[config.mk]
export PLATFORM = sky130hd
export DESIGN_NAME = seq_multiplier_n
export DESIGN_NICKNAME = d
export VERILOG_FILES = /design/src/rtl/mult_pkg.sv /design/src/rtl/addsub_n.sv /design/src/rtl/seq_multiplier_n.sv
export SDC_FILE = /design/constraint.sdc
export NUM_CORES = 1
export LEC_CHECK = 0
export ABC_AREA = 1
export BUFFER_PORTS_ARGS = -buffer_cell sky130_fd_sc_hd__clkbuf_2
export CORE_MARGIN = 2
export CORE_UTILIZATION = 40
export CTS_BUF_LIST = sky130_fd_sc_hd__clkbuf_4
export CTS_CLUSTER_SIZE = 24
export DETAILED_ROUTE_END_ITERATION = 16
export PLACE_DENSITY = 0.59
export SYNTH_ARGS = -nofsm -noshare
export SYNTH_HDL_FRONTEND = slang
export SYNTH_SLANG_ARGS = --single-unit
[constraint.sdc]
create_clock -name Clk -period 2.74 [get_ports Clk]
set_clock_uncertainty 0.05 [all_clocks]
set_input_delay 0.274 -clock Clk [delete_from_list [all_inputs] [get_ports Clk]]
set_output_delay 0.274 -clock Clk [all_outputs]
set_load 0.01 [all_outputs]
[src/rtl/mult_pkg.sv]
// Shared types and helpers for the sequential shift-add multiplier.
// Holds the controller state encoding and the iteration-counter sizing rule.
package mult_pkg;

    typedef enum logic [1:0] {
        IDLE = 2'd0,
        CALC = 2'd1,
        DONE = 2'd2
    } state_t;

    // Counter must hold 0..width-1; a 1-bit floor keeps tiny widths legal.
    function automatic int cnt_width(input int width);
        return (width <= 2) ? 1 : $clog2(width);
    endfunction

endpackage

[src/rtl/addsub_n.sv]
// WIDTH-bit adder/subtractor: Sum = A + B, or A - B computed as A + ~B + 1.
module addsub_n #(
    parameter int WIDTH = 9
) (
    input  logic [WIDTH-1:0] A,
    input  logic [WIDTH-1:0] B,
    input  logic             Sub,
    output logic [WIDTH-1:0] Sum
);

    logic [WIDTH-1:0] b_op;

    assign b_op = Sub ? ~B : B;
    assign Sum  = A + b_op + WIDTH'(Sub);

endmodule

[src/rtl/seq_multiplier_n.sv]
// Sequential shift-add multiplier, one multiplier bit per clock, signed or unsigned.
// B holds the multiplier and collects the low product; {X,A} collect the high product.
module seq_multiplier_n #(
    parameter int WIDTH = 8
) (
    input  logic             Clk,
    input  logic             Reset,
    input  logic             Run,
    input  logic             ClearA_LoadB,
    input  logic             Signed_Mode,
    input  logic [WIDTH-1:0] S,
    output logic             X,
    output logic [WIDTH-1:0] A,
    output logic [WIDTH-1:0] B,
    output logic             Busy,
    output logic             Done
);
    import mult_pkg::*;

    localparam int CW = cnt_width(WIDTH);

    state_t           state, state_nxt;
    logic [WIDTH-1:0] m_reg;
    logic             mode;
    logic [CW-1:0]    cnt;
    logic             last;
    logic [WIDTH:0]   a_ext, m_ext, addend, sum;
    logic             sub;

    assign last = (cnt == CW'(WIDTH - 1));

    // NOTE: registers update with <= so every flop samples pre-edge values.
    always_ff @(posedge Clk) begin
        if (Reset) state <= IDLE;
        else       state <= state_nxt;
    end

    // NOTE: default first so no path through the case leaves state_nxt unassigned (no latch).
    always_comb begin
        state_nxt = state;
        case (state)
            IDLE:    if (Run && !ClearA_LoadB) state_nxt = CALC;
            CALC:    if (last)                 state_nxt = DONE;
            DONE:    if (!Run)                 state_nxt = IDLE;
            default:                           state_nxt = IDLE;
        endcase
    end

    assign Busy = (state == CALC);
    assign Done = (state == DONE);

    // Extended operands; the multiplier sign bit carries negative weight on the last step.
    assign a_ext  = mode ? {A[WIDTH-1], A} : {1'b0, A};
    assign m_ext  = mode ? {m_reg[WIDTH-1], m_reg} : {1'b0, m_reg};
    assign addend = B[0] ? m_ext : '0;
    assign sub    = B[0] & mode & last;

    addsub_n #(
        .WIDTH(WIDTH + 1)
    ) u_addsub (
        .A  (a_ext),
        .B  (addend),
        .Sub(sub),
        .Sum(sum)
    );

    always_ff @(posedge Clk) begin
        if (Reset) begin
            X     <= 1'b0;
            A     <= '0;
            B     <= '0;
            m_reg <= '0;
            mode  <= 1'b0;
            cnt   <= '0;
        end else begin
            case (state)
                IDLE: begin
                    if (ClearA_LoadB) begin
                        B <= S;
                        A <= '0;
                        X <= 1'b0;
                    end else if (Run) begin
                        m_reg <= S;
                        mode  <= Signed_Mode;
                        A     <= '0;
                        X     <= 1'b0;
                        cnt   <= '0;
                    end
                end
                CALC: begin
                    X   <= mode ? sum[WIDTH] : 1'b0;
                    A   <= sum[WIDTH:1];
                    B   <= {sum[0], B[WIDTH-1:1]};
                    cnt <= cnt + CW'(1);
                end
                default: ;
            endcase
        end
    end

endmodule

=== After elaboration in Yosys (flattened, before gate mapping) ===
Index checks and enable logic that the tools add are counted.

* Register bits: 31
* Bits of input ports: 13
* Word-level logic and storage cells: 53

* Add/sub/neg operators: 3
* Reduce and logical (&&, ||, !) cells: 9
* Equal/unequal tests: 10
* Bitwise logic cells: 4
* Mux-type cells: 20

{| class="wikitable"
|+ Operator list
! kind !! number
|-
| $mux W9 || 4
|-
| $pmux W8 S2 || 2
|-
| $mux W8 || 3
|-
| $ne A2 B2 Y1 const B || 5
|-
| $add A9 B1 Y9 || 1
|-
| $add A9 B9 Y9 || 1
|-
| $not A9 Y9 || 1
|-
| $reduce_and A3 Y1 || 3
|-
| $mux W2 || 3
|-
| $mux W3 || 2
|-
| $pmux W2 S3 || 1
|-
| $pmux W3 S2 || 1
|-
| $reduce_and A2 Y1 || 2
|-
| $add A3 B1 Y3 const B || 1
|-
| $eq A3 B3 Y1 const B || 1
|-
| $mux W1 || 3
|-
| $ne A3 B3 Y1 const B || 1
|-
| $and A1 B1 Y1 || 2
|-
| $eq A2 B1 Y1 const B || 1
|-
| $eq A2 B2 Y1 const B || 1
|-
| $logic_not A2 Y1 || 1
|-
| $ne A2 B1 Y1 const B || 1
|-
| $pmux W1 S2 || 1
|-
| $reduce_bool A2 Y1 || 1
|-
| 3 further kinds || 3
|}

=== Depth between registers and ports, before layout ===
Gate-level depths: netlist of the first run.

* Depth in word-level cells: 8
* Mapped depth: 17
* Gate-level depth less buffers: 17

=== By module ===
Synthesis of the first run repeated with hierarchy kept, for this count alone.

* Cells, all modules: 294
* Area total of the unflattened synthesis: 2018.2 um^2

{| class="wikitable"
|+ Modules (own cells, without submodules)
! module !! cells an instance !! seq. area each (um^2) !! area each (um^2) !! times used
|-
| seq_multiplier_n || 205 || 620.6 || 1491.4 || 1
|-
| addsub_n || 89 || 0.0 || 526.8 || 1
|}

=== Worst setup path before layout of the first run ===
OpenSTA, ideal clock, no wires.

* Path type: reg2reg
* From: register cnt[0]
* To: register X
* Required time: 2.620 ns
* Cell stages (with the launch flop): 16
* Slack: 0.422 ns
* Arrival time: 2.199 ns
* Path through: dfxtp_1 ha_1 ha_1 nand3_4 nand2_1 inv_1 nand2_1 o21ai_0 fa_1 nand3_1 nand3_1 nand2_1 nand2_1 nand2_1 nand4_1 a21oi_1

* Word-level cells in the longest chain between the ends: 7

{| class="wikitable"
|+ Ends and longest elaborated chain
! element !! line !! RTL
|-
| from (decl) || seq_multiplier_n.sv:25 || <nowiki>logic [CW-1:0] cnt;</nowiki>
|-
| from (signal assigned) || seq_multiplier_n.sv:94 || <nowiki>cnt <= cnt + CW'(1);</nowiki>
|-
| $eq A3 B3 Y1 (*) || seq_multiplier_n.sv:30 || <nowiki>assign last = (cnt == CW'(WIDTH - 1));</nowiki>
|-
| $and A1 B1 Y1 (*) || seq_multiplier_n.sv:56 || <nowiki>assign sub = B[0] & mode & last;</nowiki>
|-
| $mux W9 || addsub_n.sv:13 || <nowiki>assign b_op = Sub ? ~B : B;</nowiki>
|-
| $add A9 B9 Y9 || addsub_n.sv:14 || <nowiki>assign Sum = A + b_op + WIDTH'(Sub);</nowiki>
|-
| $add A9 B1 Y9 (*) || addsub_n.sv:14 ||
|-
| $mux W1 (*) || seq_multiplier_n.sv:91 || <nowiki>X <= mode ? sum[WIDTH] : 1'b0;</nowiki>
|-
| $pmux W1 S2 (*) || seq_multiplier_n.sv:76 || <nowiki>case (state)</nowiki>
|-
| to (signal assigned) || seq_multiplier_n.sv:91 ||
|-
| to (decl) || seq_multiplier_n.sv:12 || <nowiki>output logic X,</nowiki>
|}

Mark *: on every way between the ends. The rest lies on a longest branch, timed or not.
A chain may end at the register's enable or synchronous reset.

=== Worst setup path after layout of the first run ===
Same ends and word-level chain as after synthesis.

==> results of run 1 <==
==> Yosys cell counts (all sizes together), types with 2 or more instances <==
cell	count	area (um^2)
nand2	62	238
o21ai	32	168
dfxtp	31	621
a21oi	27	139
inv	25	93.8
nor2	23	93.8
nand3	12	77.6
ha	9	113
o22ai	6	37.5
buf	3	20.0
clkbuf	3	21.3
a31oi	2	12.5
nand4	2	12.5
o21bai	2	15.0
==> metal layers <==
metal	up-vias	GRT usage	routed length (um)
li1	871	-	-
met1	726	0.241	2170
met2	30	0.267	1760
met3	4	0.0436	131
met4	0	0.0392	31
met5	-	0	0
==> area by class of cell <==
| cell class | instances | area (um^2) |
|---|---|---|
| clock buffers | 5 | 37.5 |
| clock inverters | 3 | 15.0 |
| fillers | 437 | 2110 |
| inverters | 25 | 93.8 |
| multi-input cells | 181 | 953 |
| flip-flops and latches | 31 | 621 |
| well taps | 50 | 62.6 |
| repair buffers | 32 | 163 |
==> power by group <==
group	switching (uW)	internal, uW
logic	79.7	45.7
registers	22.9	475
clock network	161	94.0
total	263	614
==> how the worst min path moves through the flow <==
stage / start / endpoint / slack [ns] / depth (start not counted)
finish: Run / state[1] / 0.17 / 3
global placement: cnt[1] / cnt[1] / 0.41 / 2
global route: S[5] / m_reg[5] / 0.14 / 3
floorplan: Reset / A[7] / 0.29 / 1
detailed placement: cnt[1] / cnt[1] / 0.41 / 2
CTS: Signed_Mode / mode / 0.16 / 3
==> cell families after synthesis <==
kind of cell / Yosys count
AND/OR/NAND/NOR: 101
AO/OA/AOI/OAI: 70
buffers and inverters: 31
flip-flops: 31
adder cells (fa/ha/maj): 10
==> per-stage QoR <==
stage               setup WS [ns]   util  hold slack [ns]
floorplan                   0.422      -            0.293
global placement            0.256  0.465            0.412
detailed placement          0.150  0.465            0.412
CTS                         0.134  0.478            0.157
global route               0.0436  0.479            0.142
finish                      0.306  0.479            0.173
==> critical path, delay by kind of cell, from the launching register on <==
| kind | cells | cell delay [ns] |
|---|---|---|
| AND/OR/NAND/NOR | 9 | 0.82 |
| adder cells (fa/ha/maj) | 3 | 0.75 |
| flip-flops | 1 | 0.33 |
| AO/OA/AOI/OAI | 2 | 0.25 |
| buffers and inverters | 1 | 0.16 |
==> reports/results.ini, run 1 <==
[die]
num_io_pins=32
coreArea_um2=4060
initial_core_util=0.420
fp.dieW_um=69.3
placement_rows=23
dieArea_um2=4800
dieHeight_um=69.3

[setup_path]
crit_chain=ha_1 -> ha_2 -> nand3_4 -> nand2_1 -> inv_1 -> nand2_1 -> o21ai_0 -> ha_1 -> nand3_1 -> nand3_1 -> nand2_1 -> nand2_1 -> nand2_1 -> nand4_1 -> a21oi_1
worstPathArrival_ns=2.64
worstPathRequired_ns=2.95
startpoint=cnt[0]
endpoint=X
crit-reg2reg-capture=X
worstSetupPathType=reg -> reg
regToRegSetupSlack_ns=0.31
end_kind=flop
reg2reg_depth=15
cp_max_fo=9
max_stage_delay_ns=0.34
r2r-start=cnt[0]
start_kind=flop
critPathMostFrequentCell=nand2_1
slowest_stage=ha_1

[clocking]
clkTransAtPathRegs_ns=0.10
cts_root_buf=clkbuf_4
clock-sinks=31
ctsResizeCount=0
ctsHoldBuffers=0
clkLatencyLatePin_ns=0.32
cts.path.max_buffers=2
cts_made_buffers=5
postCtsSetupBuffers=0
h-tree-depth=2
cts_tree=done

[power]
ir_drop_mv=0.257
power_density_nw_per_um2=451
totalPowerFinal_uw=878
p_leak_uw=0.000911

[sta]
max_freq_mhz=411
hold_viol_final=0
rsz0062_at_grt=no
fin_crit_ns=2.43
worst_pin_slew_ns=0.521
finalMaxSlewViolations=0
fin_crit_sh=0.888
slew_headroom=0.653
tns_ns=0
setup_viol=0

[placement]
port_buffers=31
postPlaceCellArea_um2=1890
gp_congestion=0.863
dpl.cell_count=319
dp_hpwl_um=3200

[flow_run]
drv_cap=0

[synthesis]
yosysSeqAreaShare=0.364
postSynth.asyncResetShare=0
synth_simple_gate_area_frac=0.256
synth_cells=243
ys_seq_elements=31
synth_top_family_by_area=simple AND/OR/NAND/NOR gates
yosys.area_share.xor_xnor=0
muxShareOfSynthArea=0
ys_types=28
syn_area_per_cell_um2=7.01
yosys_most_used_dff=dfxtp_1
synth_fa_ha_area_frac=0.0778
syn_area_um2=1700
synth-edff-count=0
syn-num-nets=266
ys.warnings.count=0
synth_compound_area_frac=0.222

[grt]
grt_usage=0.172
gr-total-overflow=0
grt_pass1_vias=1484
grt_max_degree=19
antenna_found_initial=0
grt_pass1_wl_um=6760

[routing]
avgRoutedWirePerCell_um=12.5
ant_nets=0
num_vias=1631
wl_um=4090
via_per_inst=4.99
drc_errors=0
drt-initial-drc-count=100
detail_route.first_pass.iterations=4

[cells_and_area]
stdcell_area_um2=1950
fin_cells=327
area_growth_pct=14.2
layout_commonest_cell=nand2_1
layout-drive-gt1-share=0.188
nets=299
final_cell_mix=60 x nand2_1, 31 x dfxtp_1, 31 x clkbuf_2, 29 x o21ai_0, 26 x a21oi_1
diodes=0

[worst_hold_path]
hp-class=in -> reg

[run_status]
outcome=finished clean

Note: power is estimated with default switching activity, not from simulation.
==> run 2, diff against run 1 <==
- SETUP_SLACK_MARGIN: unset -> 0.5
==> reports/results.ini, run 2 (synthesized netlist as in run 1, its figures left out) <==
[sta]
worst_pin_slew_ns=0.520  ; was 0.521 ns
slew_headroom=0.653  ; about the same
setup_ws_ns=0.528  ; was 0.306 ns
tns_ns=0  ; unchanged
finalMaxSlewViolations=0  ; unchanged
max_freq_mhz=452  ; was 411 MHz
hold_viol_final=0  ; unchanged
fin_crit_sh=0.807  ; was 0.888
fin_crit_ns=2.21  ; was 2.43 ns
rsz0062_at_grt=yes  ; was no
setup_viol=0  ; unchanged

[clocking]
cts_tree=done  ; unchanged
clkTransAtPathRegs_ns=0.09  ; was 0.10 ns
cts_made_buffers=5  ; unchanged
cts.path.max_buffers=2  ; unchanged
h-tree-depth=2  ; unchanged
clkLatencyLatePin_ns=0.33  ; was 0.32 ns
ctsHoldBuffers=0  ; unchanged
clock-sinks=31  ; unchanged
cts_root_buf=clkbuf_4  ; unchanged

[routing]
wl_um=4360  ; was 4090 um
drt-initial-drc-count=49  ; was 100
avgRoutedWirePerCell_um=12.8  ; was 12.5 um
detail_route.first_pass.iterations=4  ; unchanged
drc_errors=0  ; unchanged
via_per_inst=5.06  ; was 4.99
num_vias=1716  ; was 1631
ant_nets=0  ; unchanged

[setup_path]
worstPathRequired_ns=2.91  ; was 2.95 ns
startpoint=cnt[1]  ; was cnt[0]
worstPathArrival_ns=2.38  ; was 2.64 ns
reg2reg_depth=14  ; was 15
worstSetupPathType=reg -> reg  ; unchanged
r2r-start=cnt[1]  ; was cnt[0]
cp_max_fo=7  ; was 9
start_kind=flop  ; unchanged
end_kind=flop  ; unchanged

[worst_hold_path]
min_from=Signed_Mode  ; was Run
min_delay_path_depth=3  ; unchanged
hp-class=in -> reg  ; unchanged

[cells_and_area]
area_growth_pct=28.6  ; was 14.2%
layout_commonest_cell=nand2_1  ; unchanged
fin_cells=339  ; was 327
nets=312  ; was 299
layout-drive-gt1-share=0.318  ; was 0.188
diodes=0  ; unchanged
final_cell_mix=54 x nand2_1, 31 x clkbuf_2, 29 x dfxtp_1, 23 x o21ai_0, 22 x nor2_1  ; was 60 x nand2_1, 31 x dfxtp_1, 31 x clkbuf_2, 29 x o21ai_0, 26 x a21oi_1
final_util=0.540  ; was 0.479

[grt]
grt_pass1_vias=1558  ; was 1484
grt_use_met1=0.240  ; was 0.241
gr-total-overflow=0  ; unchanged
grt_busiest_layer=met2  ; unchanged
met3_usage=0.0451  ; was 0.0436
grt_max_degree=19  ; unchanged
antenna_found_initial=0  ; unchanged
use_met2=0.282  ; was 0.267
grt_pass1_wl_um=7040  ; was 6760 um
grt_usage=0.181  ; was 0.172

[die]
dieArea_um2=4800  ; unchanged
fp.dieW_um=69.3  ; unchanged
placement_rows=23  ; unchanged
num_io_pins=32  ; unchanged
coreArea_um2=4060  ; unchanged
initial_core_util=0.420  ; unchanged
dieHeight_um=69.3  ; unchanged

[placement]
dpl.cell_count=319  ; unchanged
dp_slack_ns=0.322  ; was 0.150 ns
port_buffers=31  ; unchanged
dp_hpwl_um=3110  ; was 3200 um
gp_congestion=0.794  ; was 0.863

[run_status]
outcome=finished clean  ; unchanged

[flow_run]
drv_cap=0  ; unchanged

[power]
power_density_nw_per_um2=403  ; was 451 nW/um^2
ir_drop_mv=0.253  ; was 0.257 mV
p_leak_uw=0.000995  ; was 0.000911 uW

[run 2: cell types whose count changed in the layout (fill, tap and decap cells not counted), moves of 3 or more]
cell,delta
nand2_4,+3
ha_1,-4
o21ai_0,-6
a21oi_2,+5
o21ai_2,+5
a21oi_1,-5
nand2_1,-6
buf_4,+12
nand2_2,+3
ha_4,+5
[run 2: per-layer routing]
metal  share of wire  wire [um]  up-vias
met5               0          0        -
met4           0.014         62        0
met3           0.033        142        6
met2            0.47       2030       29
met1            0.49       2120      780
li1                -          -      901
[run 2: critical path, cell delays in order, from the launching register on]
cell and delay, ns:
dfxtp_2 0.36, ha_4 0.14, ha_4 0.13, nand3_4 0.12, nand2_4 0.11, inv_4 0.05
nand2_2 0.05, o21ai_1 0.07, ha_1 0.36, nand2_1 0.10, nand2_2 0.07, a21oi_2 0.16
nand4_1 0.14, nand4_1 0.13, a21oi_2 0.06
[run 2: per-stage QoR]
step	cell area [um^2]	hold slack [ns]	power [uW]
finish	2190	0.151	883
global route	2190	0.146	933
CTS	2040	0.145	881
detailed placement	1890	0.414	633
global placement	1890	0.413	633
floorplan	1710	0.293	589
[run 2: worst paths after layout]
path	to	slack [ns]
setup / recovery	X	0.53
hold / removal	mode	0.15
setup reg to reg	X	0.53
hold reg to reg	cnt[1]	0.45
[run 2: final cells by class]
cell class	instances	area, um^2
Inverter	25	96.3
Fill cell	395	1870
Clock inverter	2	8.76
Clock buffer	5	37.5
Tap cell	50	62.6
Timing Repair Buffer	45	264
Multi-Input combinational cell	181	1100
Sequential cell	31	623
[run 2: what timing repair did]
| item | in CTS | in global routing |
|---|---|---|
| pin swaps | 8 | 21 |
| cloned | 0 | 0 |
| hold endpoints to repair | 0 | 0 |
| buffers inserted | 7 | 6 |
| resized for setup | 16 | 27 |
| endpoints found under the setup margin | 7 | 7 |
[run 2: power breakdown]
group	total, uW	internal (uW)	switching (uW)
Sequential	501	475	26.2
Clock	244	90.7	153
Combinational	138	54.5	83.8
